File: config.mk
export PLATFORM = sky130hd
export DESIGN_NAME = key_scan_ctrl
export DESIGN_NICKNAME = d
export VERILOG_FILES = /design/src/rtl/key_scan_ctrl.sv
export SDC_FILE = /design/constraint.sdc
export NUM_CORES = 1
export LEC_CHECK = 0
export CAP_MARGIN = 30
export CORE_ASPECT_RATIO = 1.5
export CORE_MARGIN = 1.5
export CORE_UTILIZATION = 45
export DETAILED_ROUTE_END_ITERATION = 6
export GPL_TIMING_DRIVEN = 0
export SYNTH_ARGS = -nofsm -noshare
export SYNTH_HDL_FRONTEND = slang
export SYNTH_SLANG_ARGS = --single-unit
export TNS_END_PERCENT = 5
File: constraint.sdc
create_clock -name clk -period 8.1 [get_ports clk]
set_input_delay 0.81 -clock clk [delete_from_list [all_inputs] [get_ports clk]]
set_output_delay 0.81 -clock clk [all_outputs]
set_load 0.05 [all_outputs]
File: src/rtl/key_scan_ctrl.sv
// rtl/key_scan_ctrl.sv - time-shared four-key debouncer driving a mode/run register bank
// Optional auto-repeat on keys 0 and 1 is enabled by defining KEY_REPEAT_EN.
module key_scan_ctrl #(
    parameter int TICK_DIV     = 50_000,
    parameter int DEB_MAX      = 5,
    parameter int REPEAT_TICKS = 100
) (
    input  logic       clk,
    input  logic       rst,
    input  logic [3:0] key_n,
    output logic [3:0] pressed,
    output logic       key_evt,
    output logic [1:0] key_id,
    output logic [1:0] mode,
    output logic       run
);

    localparam int              PRE_W    = $clog2(TICK_DIV);
    localparam logic [PRE_W-1:0] PRE_LAST = PRE_W'(TICK_DIV - 1);
    localparam logic [3:0]      DEB_TOP  = 4'(DEB_MAX);

    if (TICK_DIV < 2 || DEB_MAX < 1 || DEB_MAX > 15 ||
        REPEAT_TICKS < 1 || REPEAT_TICKS > 255) begin : g_bad_cfg
        $error("key_scan_ctrl: parameter out of range");
    end

    logic [3:0]       sync1;
    logic [3:0]       sync2;
    logic [3:0]       act;
    logic [PRE_W-1:0] pre;
    logic             tick;
    logic [1:0]       slot;
    logic [3:0]       cnt [4];

    logic [3:0]       cur_cnt;
    logic             cur_act;
    logic             cur_pressed;
    logic [3:0]       nxt_cnt;
    logic             nxt_pressed;
    logic             press_evt;
    logic             fire;
    logic [1:0]       mode_nxt;
    logic             run_nxt;

    assign act  = ~sync2;
    assign tick = (pre == PRE_LAST);

    // Integrator update for the single key serviced on this tick.
    always_comb begin
        cur_cnt     = cnt[slot];
        cur_act     = act[slot];
        cur_pressed = pressed[slot];
        nxt_cnt     = cur_cnt;
        if (cur_act) begin
            if (cur_cnt < DEB_TOP) begin
                nxt_cnt = cur_cnt + 4'd1;
            end else begin
                nxt_cnt = DEB_TOP;
            end
        end else if (cur_cnt != 4'd0) begin
            nxt_cnt = cur_cnt - 4'd1;
        end
        nxt_pressed = cur_pressed;
        if (nxt_cnt == DEB_TOP) begin
            nxt_pressed = 1'b1;
        end else if (nxt_cnt == 4'd0) begin
            nxt_pressed = 1'b0;
        end
        press_evt = tick && nxt_pressed && !cur_pressed;
    end

`ifdef KEY_REPEAT_EN
    localparam logic [7:0] REP_TOP = 8'(REPEAT_TICKS);

    logic [7:0] rep [2];
    logic [7:0] rep_inc;
    logic       rep_visit;
    logic       rep_held;
    logic       rep_hit;

    always_comb begin
        rep_visit = tick && !slot[1];
        rep_held  = cur_pressed && nxt_pressed;
        rep_inc   = rep[slot[0]] + 8'd1;
        rep_hit   = rep_visit && rep_held && (rep_inc == REP_TOP);
    end

    always_ff @(posedge clk or posedge rst) begin
        if (rst) begin
            rep[0] <= '0;
            rep[1] <= '0;
        end else if (rep_visit) begin
            if (!rep_held || rep_hit) begin
                rep[slot[0]] <= '0;
            end else begin
                rep[slot[0]] <= rep_inc;
            end
        end
    end

    assign fire = press_evt | rep_hit;
`else
    assign fire = press_evt;
`endif

    always_comb begin
        mode_nxt = mode;
        run_nxt  = run;
        if (fire) begin
            case (slot)
                2'd0:    mode_nxt = mode + 2'd1;
                2'd1:    mode_nxt = mode - 2'd1;
                2'd2:    mode_nxt = 2'd0;
                default: run_nxt  = ~run;
            endcase
        end
    end

    always_ff @(posedge clk or posedge rst) begin
        if (rst) begin
            sync1   <= '0;
            sync2   <= '0;
            pre     <= '0;
            slot    <= '0;
            for (int i = 0; i < 4; i++) begin
                cnt[i] <= '0;
            end
            pressed <= '0;
            key_evt <= 1'b0;
            key_id  <= '0;
            mode    <= '0;
            run     <= 1'b0;
        end else begin
            sync1   <= key_n;
            sync2   <= sync1;
            pre     <= tick ? '0 : pre + 1'b1;
            key_evt <= fire;
            mode    <= mode_nxt;
            run     <= run_nxt;
            if (tick) begin
                cnt[slot]     <= nxt_cnt;
                pressed[slot] <= nxt_pressed;
                slot          <= slot + 2'd1;
            end
            if (fire) begin
                key_id <= slot;
            end
        end
    end

endmodule
==> impl_metrics.toml <==
[route]
drtIter0Drc = 57
wire_per_inst_um = 15.0
vias = 1807
finalWirelength_um = 5080
ant_nets = 0
drc = 0
via_per_inst = 5.35
dr.pass1.iters = 4

[setup_path]
slowest_stage = "mux4_1"
worst-path-max-fanout = 10
r2r-start = "slot[0]"
crit_path_start = "slot[0]"
cp.arrival_ns = 3.64
required_ns = 8.28
reg2regPathDepth = 11
reg2reg_slack_ns = 4.64
critPathTopFamily = "simple AND/OR/NAND/NOR gates"
critPathBufInv = 3
worst-setup-path-type = "reg2reg"
cp_cell_sequence = "buf_6 > mux4_1 > inv_1 > ha_1 > and2_2 > a22oi_1 > nor4_1 > or3_1 > clkbuf_1 > a21oi_1 > nand4bb_1"
endpoint = "pressed[0]"
cp_slowest_stage_delay_ns = 0.66
end_kind = "register"
start_kind = "register"
r2r_end = "pressed[0]"
path_depth = 11

[sta]
hold_viol_final = 0
rsz0062_at_grt = "false"
setup_tns_ns = 0
slew_headroom_pct = 56.7
min_period_ns = 3.46
worst_pin_slew_ns = 0.643
period_share_pct = 42.7
setup_ws_ns = 4.64
fin_worst_skew_ns = 0.00564
fmaxAchievable_mhz = 289
setup_violations = 0
maxSlewViolCount = 0

[worst_hold_path]
min_path_type = "reg2reg"

[pwr]
p_per_area_mw_per_mm2 = 141
vdd_ir_drop_max_mv = 0.0966
p_leak_nw = 1.39

[yosys]
synth_area_per_cell_um2 = 11.0
synth.distinct_cells = 49
ys_seq_elements = 52
netlist_area_mm2 = 0.00265
syn_inst = 242
ys_async_sr_fraction_pct = 100
yosysWarnings = 0
syn_nets = 257
synth_edf_count = 0
synth_ff_type = "dfrtp_1"
synth-seq-area-share_pct = 49.1

[grt]
grt_pass1_wl_um = 8870
grt_overflow = 0
grt_pass1_vias = 1860
grt_max_degree = 40
antenna_found_initial = 0
grt_usage_pct = 18.1

[clock_network]
clkSinkCount = 52
clkTransAtPathRegs_ns = 0.09
htreeDepth = 2
cts_setup_buffers = 0
numCtsBuffers = 5
cts_tree = "built"
cts.path.max_buffers = 2
clockRootBuffer = "clkbuf_8"
cts_hold_buf = 0
cts_resized = 0
clkLatencyLatePin_ns = 0.31

[finish]
nNetsFinal = 280
seq_area_mm2 = 0.00130
drive_gt1_share_pct = 10.2
layoutNonFillerInstCount = 338
fill_cells = 531
area_delta_synth_final_pct = 13.3
diodes = 0
multiInputGateArea_mm2 = 0.00124

[floorplanning]
pin_count = 16
die_area_mm2 = 0.00637
start_util_pct = 46.2
dieWidth_um = 65.7
dieHeight_um = 97.0
core-area_mm2 = 0.00574
num_rows = 34

[place]
io_buffers = 15
place_ws_ns = 4.67
place_congestion = 0.773
placed_cells = 330
place_hpwl_um = 3650

[run]
maxCapViolCount = 0

[status]
status = "finished clean"
[final cells by class]
class                           count  area share (%)
Buffer                              8            1.79
Clock inverter                      2           0.333
Inverter                           15            1.87
Timing Repair Buffer               16            5.66
Multi-Input combinational cell    167            41.3
Tap cell                           72            3.00
Sequential cell                    52            43.3
Clock buffer                        6            2.75
[routing by layer]
layer  vias up  GRT usage (%)  routed length [um]
li1        903              -                   -
met2        21           30.6                2670
met3         6           3.14                 139
met1       877           23.1                2190
met5         -              0                   0
met4         0           6.25                  85
[registers in the layout, summed over array words and instances (netlist names)]
register,cells
sync1,4
sync2,4
key_id,2
pre,16
slot,2
cnt,16
pressed,4
mode,2
run,1
key_evt,1
[worst register-to-register path: stages (launching register included)]
cell,delay (ns)
dfrtp_1,0.42
buf_6,0.20
mux4_1,0.67
inv_1,0.16
ha_1,0.19
and2_2,0.15
a22oi_1,0.14
nor4_1,0.58
or3_1,0.20
clkbuf_1,0.29
a21oi_1,0.11
nand4bb_1,0.22
[cells in the mapped netlist (all sizes together) (7+ instances only)]
cell type	n	area, um2
o21ai	16	80.1
xnor2	7	61.3
ha	9	113
mux2	7	78.8
xor2	9	78.8
nand3	11	60.1
and3	7	45.1
nand2	29	109
nor2	14	52.6
dfrtp	52	1300
inv	15	56.3
[per-stage QoR]
| step | utilization, % | hold WS [ns] | power [mW] | instance area, um2 |
|---|---|---|---|---|
| 2_1_floorplan | - | 0.331 | 0.273 | 2650 |
| 4_1_cts | 52.3 | 0.361 | 0.432 | 3000 |
| 3_5_place_dp | 50.7 | 0.339 | 0.279 | 2910 |
| 6_report | 52.3 | 0.358 | 0.424 | 3000 |
| 5_1_grt | 52.3 | 0.362 | 0.444 | 3000 |
| 3_3_place_gp | 50.3 | 0.335 | 0.278 | 2890 |
[cell families (layout without fill, tap and decap cells)]
logic type               after synthesis  count (layout)  share of synthesized area (%)
AND/OR/NAND/NOR                       94              94                           19.8
flip-flops                            52              52                           49.1
AO/OA/AOI/OAI                         33              33                           8.21
buffers and inverters                 23              47                           4.15
XOR/XNOR                              16              16                           5.29
multiplexers                          15              15                           9.25
adder cells (fa/ha/maj)                9               9                           4.25
[cell usage in the layout, fill, tap and decap left out, drive strengths merged, types with 2 or more instances in the layout]
cell            n
mux2            7
nand2          29
mux2i           2
dfrtp          52
nand4bb         4
clkdlybuf4s50  15
nor3            4
and2            4
clkinv          2
nor4            2
o21ai          16
xor2            9
a21oi           5
buf             6
mux4            6
nand3          11
nand4           6
nor3b           5
ha              9
a41oi           2
o311a           2
and3            7
xnor2           7
inv            15
a221oi          2
nor4bb          2
nor2           14
clkbuf          9
[power breakdown]
part / total, mW / internal, mW / leakage, nW / switching (mW)
Combinational: 0.0117 / 0.00417 / 0.642 / 0.00752
Clock: 0.151 / 0.0683 / 0.0510 / 0.0826
Sequential: 0.262 / 0.261 / 0.694 / 0.000503
[worst min-delay path by stage]
stage                          end  slack [ns]  depth (start not counted)      from
after floorplan           sync2[0]        0.33                          0  sync1[0]
after global placement    sync2[2]        0.34                          0  sync1[2]
after detailed placement  sync2[3]        0.34                          0  sync1[3]
after CTS                 sync2[3]        0.36                          0  sync1[3]
after global routing      sync2[1]        0.36                          0  sync1[1]
final                     sync2[3]        0.36                          0  sync1[3]
(Power assumes the default switching activity.)
